$ cat src/rtl/jtopl_pkg.sv
// jtopl_pkg -- shared OPL timing constants.
//   OPL_SLOTS    : operator slots per sample frame
//   OPL_SLOT_W   : width of the slot counter
//   OPL_OP_DIV   : operator clock-enable divide ratio after reset
//   OPL_DIV_W    : width of the operator divide counter
//   OPL_TMR_PRE  : sample frames per timer tick
//   OPL_TMR_W    : width of the timer prescaler
package jtopl_pkg;

   localparam int unsigned OPL_SLOTS   = 18;
   localparam int unsigned OPL_SLOT_W  = 5;
   localparam int unsigned OPL_OP_DIV  = 4;
   localparam int unsigned OPL_DIV_W   = 4;
   localparam int unsigned OPL_TMR_PRE = 4;
   localparam int unsigned OPL_TMR_W   = 3;

endpackage

$ cat src/rtl/jtopl_modcnt.sv
// jtopl_modcnt -- generic modulo-MOD counter with a registered wrap pulse.
//   clk   : clock, rising edge
//   rst_n : asynchronous active-low reset
//   en    : advance the count by one on this clk
//   cnt   : current count, 0..MOD-1
//   pulse : high for one clk after the edge that moved cnt from MOD-1 to 0
module jtopl_modcnt #(
   parameter int unsigned W   = 5,
   parameter int unsigned MOD = 18
) (
   input  logic         clk,
   input  logic         rst_n,
   input  logic         en,
   output logic [W-1:0] cnt,
   output logic         pulse
);

   logic at_top;

   assign at_top = (cnt == W'(MOD - 1));

   always_ff @(posedge clk or negedge rst_n) begin
      if (!rst_n) begin
         cnt   <= '0;
         pulse <= 1'b0;
      end else begin
         pulse <= en && at_top;
         if (en) begin
            cnt <= at_top ? '0 : cnt + W'(1);
         end
      end
   end

endmodule

$ cat src/rtl/jtopl_cendiv.sv
// jtopl_cendiv -- OPL operator clock-enable divider with slot and timer
// prescaler counters.
//   clk     : clock, rising edge
//   rst_n   : asynchronous active-low reset
//   cen     : master clock enable
//   div_ld  : one-cycle request to load a new divide ratio
//   div_val : new divide ratio N (0 and 1 both mean N=1)
//   cenop   : one-clk pulse at operator rate
//   phase   : current divide counter value, 0..N-1
//   slot    : current operator slot, 0..SLOTS-1
//   zero    : one-clk pulse when slot wraps to 0 (sample boundary)
//   cen_tmr : one-clk pulse every TPRE sample frames
module jtopl_cendiv
   import jtopl_pkg::*;
#(
   parameter int unsigned DW      = OPL_DIV_W,
   parameter int unsigned DIV_DEF = OPL_OP_DIV,
   parameter int unsigned SLOTS   = OPL_SLOTS,
   parameter int unsigned SW      = OPL_SLOT_W,
   parameter int unsigned TPRE    = OPL_TMR_PRE,
   parameter int unsigned TW      = OPL_TMR_W
) (
   input  logic          clk,
   input  logic          rst_n,
   input  logic          cen,
   input  logic          div_ld,
   input  logic [DW-1:0] div_val,
   output logic          cenop,
   output logic [DW-1:0] phase,
   output logic [SW-1:0] slot,
   output logic          zero,
   output logic          cen_tmr
);

   // The active ratio is held as its last phase value (N-1) so the wrap
   // test is a plain equality; ratios 0 and 1 both collapse to 0.
   function automatic logic [DW-1:0] last_phase(input logic [DW-1:0] v);
      return (v == '0) ? '0 : v - DW'(1);
   endfunction

   localparam logic [DW-1:0] DEF_LAST = last_phase(DW'(DIV_DEF));

   logic [DW-1:0] act_last;
   logic [DW-1:0] pend_val;
   logic          pend;
   logic          wrap;
   logic          slot_tick;
   logic [TW-1:0] tmr_pre_unused;

   assign wrap      = cen && (phase == act_last);
   assign slot_tick = wrap && (slot == SW'(SLOTS - 1));

   // A load that coincides with a wrap goes straight to the active ratio,
   // bypassing the pending register, so it governs the very next period.
   always_ff @(posedge clk or negedge rst_n) begin
      if (!rst_n) begin
         phase    <= '0;
         act_last <= DEF_LAST;
         pend_val <= '0;
         pend     <= 1'b0;
         cenop    <= 1'b0;
      end else begin
         cenop <= wrap;
         if (wrap) begin
            phase <= '0;
            pend  <= 1'b0;
            if (div_ld) begin
               act_last <= last_phase(div_val);
            end else if (pend) begin
               act_last <= last_phase(pend_val);
            end
         end else begin
            if (cen) begin
               phase <= phase + DW'(1);
            end
            if (div_ld) begin
               pend     <= 1'b1;
               pend_val <= div_val;
            end
         end
      end
   end

   // Both counters advance on the same edge that raises cenop, so slot
   // already shows its new value while cenop/zero/cen_tmr are high.
   jtopl_modcnt #(
      .W   (SW),
      .MOD (SLOTS)
   ) u_slot (
      .clk   (clk),
      .rst_n (rst_n),
      .en    (wrap),
      .cnt   (slot),
      .pulse (zero)
   );

   jtopl_modcnt #(
      .W   (TW),
      .MOD (TPRE)
   ) u_tmr (
      .clk   (clk),
      .rst_n (rst_n),
      .en    (slot_tick),
      .cnt   (tmr_pre_unused),
      .pulse (cen_tmr)
   );

endmodule

$ cat config.mk
export PLATFORM = sky130hd
export DESIGN_NAME = jtopl_cendiv
export DESIGN_NICKNAME = d
export VERILOG_FILES = /design/src/rtl/jtopl_pkg.sv /design/src/rtl/jtopl_modcnt.sv /design/src/rtl/jtopl_cendiv.sv
export SDC_FILE = /design/constraint.sdc
export NUM_CORES = 1
export LEC_CHECK = 0
export ABC_AREA = 0
export BUFFER_PORTS_ARGS = -buffer_cell sky130_fd_sc_hd__buf_2
export CAP_MARGIN = 20
export CORE_AREA = 2 2 55 57
export CTS_CLUSTER_DIAMETER = 40
export DETAILED_ROUTE_END_ITERATION = 10
export DIE_AREA = 0 0 57 59
export MAX_ROUTING_LAYER = met4
export PLACE_DENSITY_LB_ADDON = 0.1
export SYNTH_ARGS = -nofsm -noshare
export SYNTH_HDL_FRONTEND = slang
export SYNTH_SLANG_ARGS = --single-unit
$ cat constraint.sdc
create_clock -name clk -period 1.66 [get_ports clk]
set_input_delay 0.083 -clock clk [delete_from_list [all_inputs] [get_ports clk]]
set_output_delay 0.083 -clock clk [all_outputs]
set_load 0.05 [all_outputs]
==> results.md <==
• **number of nets in the synthesized netlist** 133
• **area of the die** 3363 um2
• **clk slew on worst S/H paths** 0.14 ns
• **transition at the pin with the smallest max-transition slack** 0.5227 ns
• **outcome** finished, violations left
• **ratio of cells with drive above 1 in the final layout** 47.27%
• **post-route DRC violation count** 0
• **global-route wire length before repair** 5.023 mm
• **GRT Resource Usage Total** 20.21%
• **number of buffers between clock root and the deepest sink** 2
• **reported max-cap violation count** 0
• **fraction of synthesis flops using an asynchronous set or reset pin** 100.0%
• **Leakage** 0.8356 nW
• **Routed WL per cell** 15.74 um
• **startpoint class of the critical path** register
• **Worst Hold Launch** div_val[3]
• **library cells used by synthesis** 43
• **violations in the final reports** setup timing
• **Synth top area share** 42.02%
• **relative slew slack** 65.15%
• **CTS root buffer** clkbuf_4
• **maximum cell stage delay along the critical path** 0.45 ns
• **Util after Layout** 66.57%
• **length of the first detailed-routing pass in iterations** 4
• **via count of the first global-routing pass** 1127
• **proportion of synthesized chip area in sequential cells** 46.04%
• **final instance count without filler cells** 196
• **worst setup path class** register to register
• **synth-to-layout area growth** 37.73%
• **worst hold slack across all endpoints** 0.02667 ns
• **Commonest cells post-synth** dfrtp_1 (22), inv_1 (9), nand2_1 (7)
• **TritonCTS clock tree** yes
• **setup repair after global routing missed its margin** true
• **die outline width** 57 um
• **post-synthesis sequential element count** 24
• **clock network latency to the later pin of the worst-skew pair** 0.32 ns
• **cell count after placement** 188
• **flop-to-flop setup slack** -0.05 ns
• **data required time at the worst endpoint** 1.88 ns
• **maximum number of pins on one net before global-route repair** 25
• **io pins** 20
• **last weighted congestion value of the routability-driven placer** 0.8472
• **Setup Viol. Count Final** 6
• **biggest fanout along the worst timing path** 4
• **mean area per synthesized cell** 10.83 um2
• **antenna viol nets, final** 0
• **Fin Clk Skew** 0.001359 ns
• **ys flop type** dfrtp_1
• **final slew viol count** 0
• **post-detailed-placement half-perimeter wirelength** 2.230 mm
• **Post-Place Cell Area** 1635 um2
• **number of buffer and inverter instances along the worst setup path** 0
• **worst setup path startpoint** act_last[3]
• **worst reg2reg endpoint** pend_val[3]
• **TritonCTS Buffers** 3
• **count leader, synth** dfrtp_1
• **routed wire length** 3.086 mm
• **number of hold violations in the final report** 0
• **worst-path cell chain** xor2_1 -> or3_4 -> o21ai_4 -> mux2_1
• **initial antenna violation count** 0
• **number of synthesized flops with an enable pin** 0
• **largest delay contributor family on the critical path** flip-flops
• **cell area after technology mapping** 1310 um2
• **final cycle utilization of the critical path** 103.0%
• **height of the chip** 59 um
• **final period demand of the worst path** 1.709 ns
• **capturing element type of the critical path** register
• **CTS H-tree depth** 1
• **number of buffers added on ports** 19
• **warning count from the yosys run** 0
• **number of DRC markers in iteration 0** 36
• **path category of the worst min-delay check** primary input to register
• **total number of vias** 1119
• **Synth area leader** dfrtp_1
• **peak supply drop** 1.450 mV
• **diode insertion count for antenna repair** 0
• **slack of the critical path** -0.04919 ns
• **timing endpoint of the critical path** pend_val[3]
• **worst reg2reg path depth** 4
• **critical path's slowest cell** dfrtp_1
• **Sinks on Clock Net** 24
• **Crit. path cell count** 4
• **effective utilization at floorplan** 48.34%
• **Vias per Instance** 5.709
• **Post-Layout Inst Area** 1804 um2
• **count of mapped cells out of synthesis** 121
• **Max Clk Rate** 0.5851 GHz
• **row count** 19
• **setup total negative slack** -0.1637 ns
• **GR Overflow Total** 0
• **worst path arrival time** 1.93 ns
• **count of nets after finishing** 178
• **placeable core area** 2710 um2
• **PD cells** 1834 nW/um2
• **ranking of synthesized cells by area** dfrtp_1 (42%), mux2_1 (4.3%), dfstp_2 (4.0%)
• **startpoint of the worst register-to-register path** act_last[3]
-- registers in the layout, indices dropped and copies added, names as in the netlist --
| signal | flops |
|---|---|
| u_slot.cnt | 5 |
| act_last | 4 |
| pend_val | 4 |
| phase | 4 |
| u_tmr.cnt | 3 |
| cenop | 1 |
| pend | 1 |
| u_slot.pulse | 1 |
| u_tmr.pulse | 1 |
-- layout make-up --
class	count	area (um2)
clock buffers	4	36.28
fillers	222	905.9
inverters	10	40.04
multi-input cells	83	777.0
flip-flops and latches	24	610.6
well taps	31	38.79
repair buffers	44	301.5
-- stage by stage --
stage	setup slack, ns	power (mW)
2_1_floorplan	-0.1242	2.102
3_3_place_gp	0.005226	2.709
3_5_place_dp	-0.02761	2.752
4_1_cts	-0.03820	3.171
5_1_grt	-0.1110	3.509
6_report	-0.04919	3.308
-- cell usage in the layout (no fill, tap or decap), drive strengths merged, types with 3 or more instances in the layout --
cell type  instances
a21oi              5
and3               3
buf               43
clkbuf             4
dfrtp             22
ha                 4
inv               10
mux2               6
nand2              7
nand3              3
nor2               5
nor3               5
o21ai              7
xor2               5
-- logic make-up after synthesis --
group | count (synthesis) | share of synthesized area, %
compound gates | 32 | 18.72
simple gates | 32 | 14.52
flops | 24 | 46.04
buf+inv | 14 | 5.539
mux | 8 | 6.685
xor+xnor | 7 | 4.680
fa+ha+maj | 4 | 3.821
-- metal layers --
metal / up-vias / track usage, % / wire length (um)
li1: 538 / - / -
met1: 548 / 24.54 / 1364
met2: 27 / 33.66 / 1555
met3: 6 / 2.838 / 107
met4: 0 / 9.302 / 59
met5: - / - / 0
-- worst min-delay path by stage --
stage / endpoint / depth (start not counted)
detailed placement: u_slot.cnt[2] / 1
CTS: pend_val[3] / 2
finish: pend_val[3] / 2
floorplan: act_last[2] / 0
global placement: u_slot.cnt[2] / 1
global route: pend_val[3] / 2
-- what timing repair did --
item                                    CTS  global route
gates resized for setup                   7            12
pin swaps                                 2             2
gates cloned                              0             0
buffers inserted                          1             2
hold endpoints to repair                 22             0
endpoints found under the setup margin   10            14
hold buffers                              1             0
-- where the power goes --
group	switching (mW)	internal, mW
combinational	1.15	0.846
clock	0.186	0.134
sequential	0.203	0.786
total	1.54	1.77
Note: power is estimated with default switching activity, not from simulation.
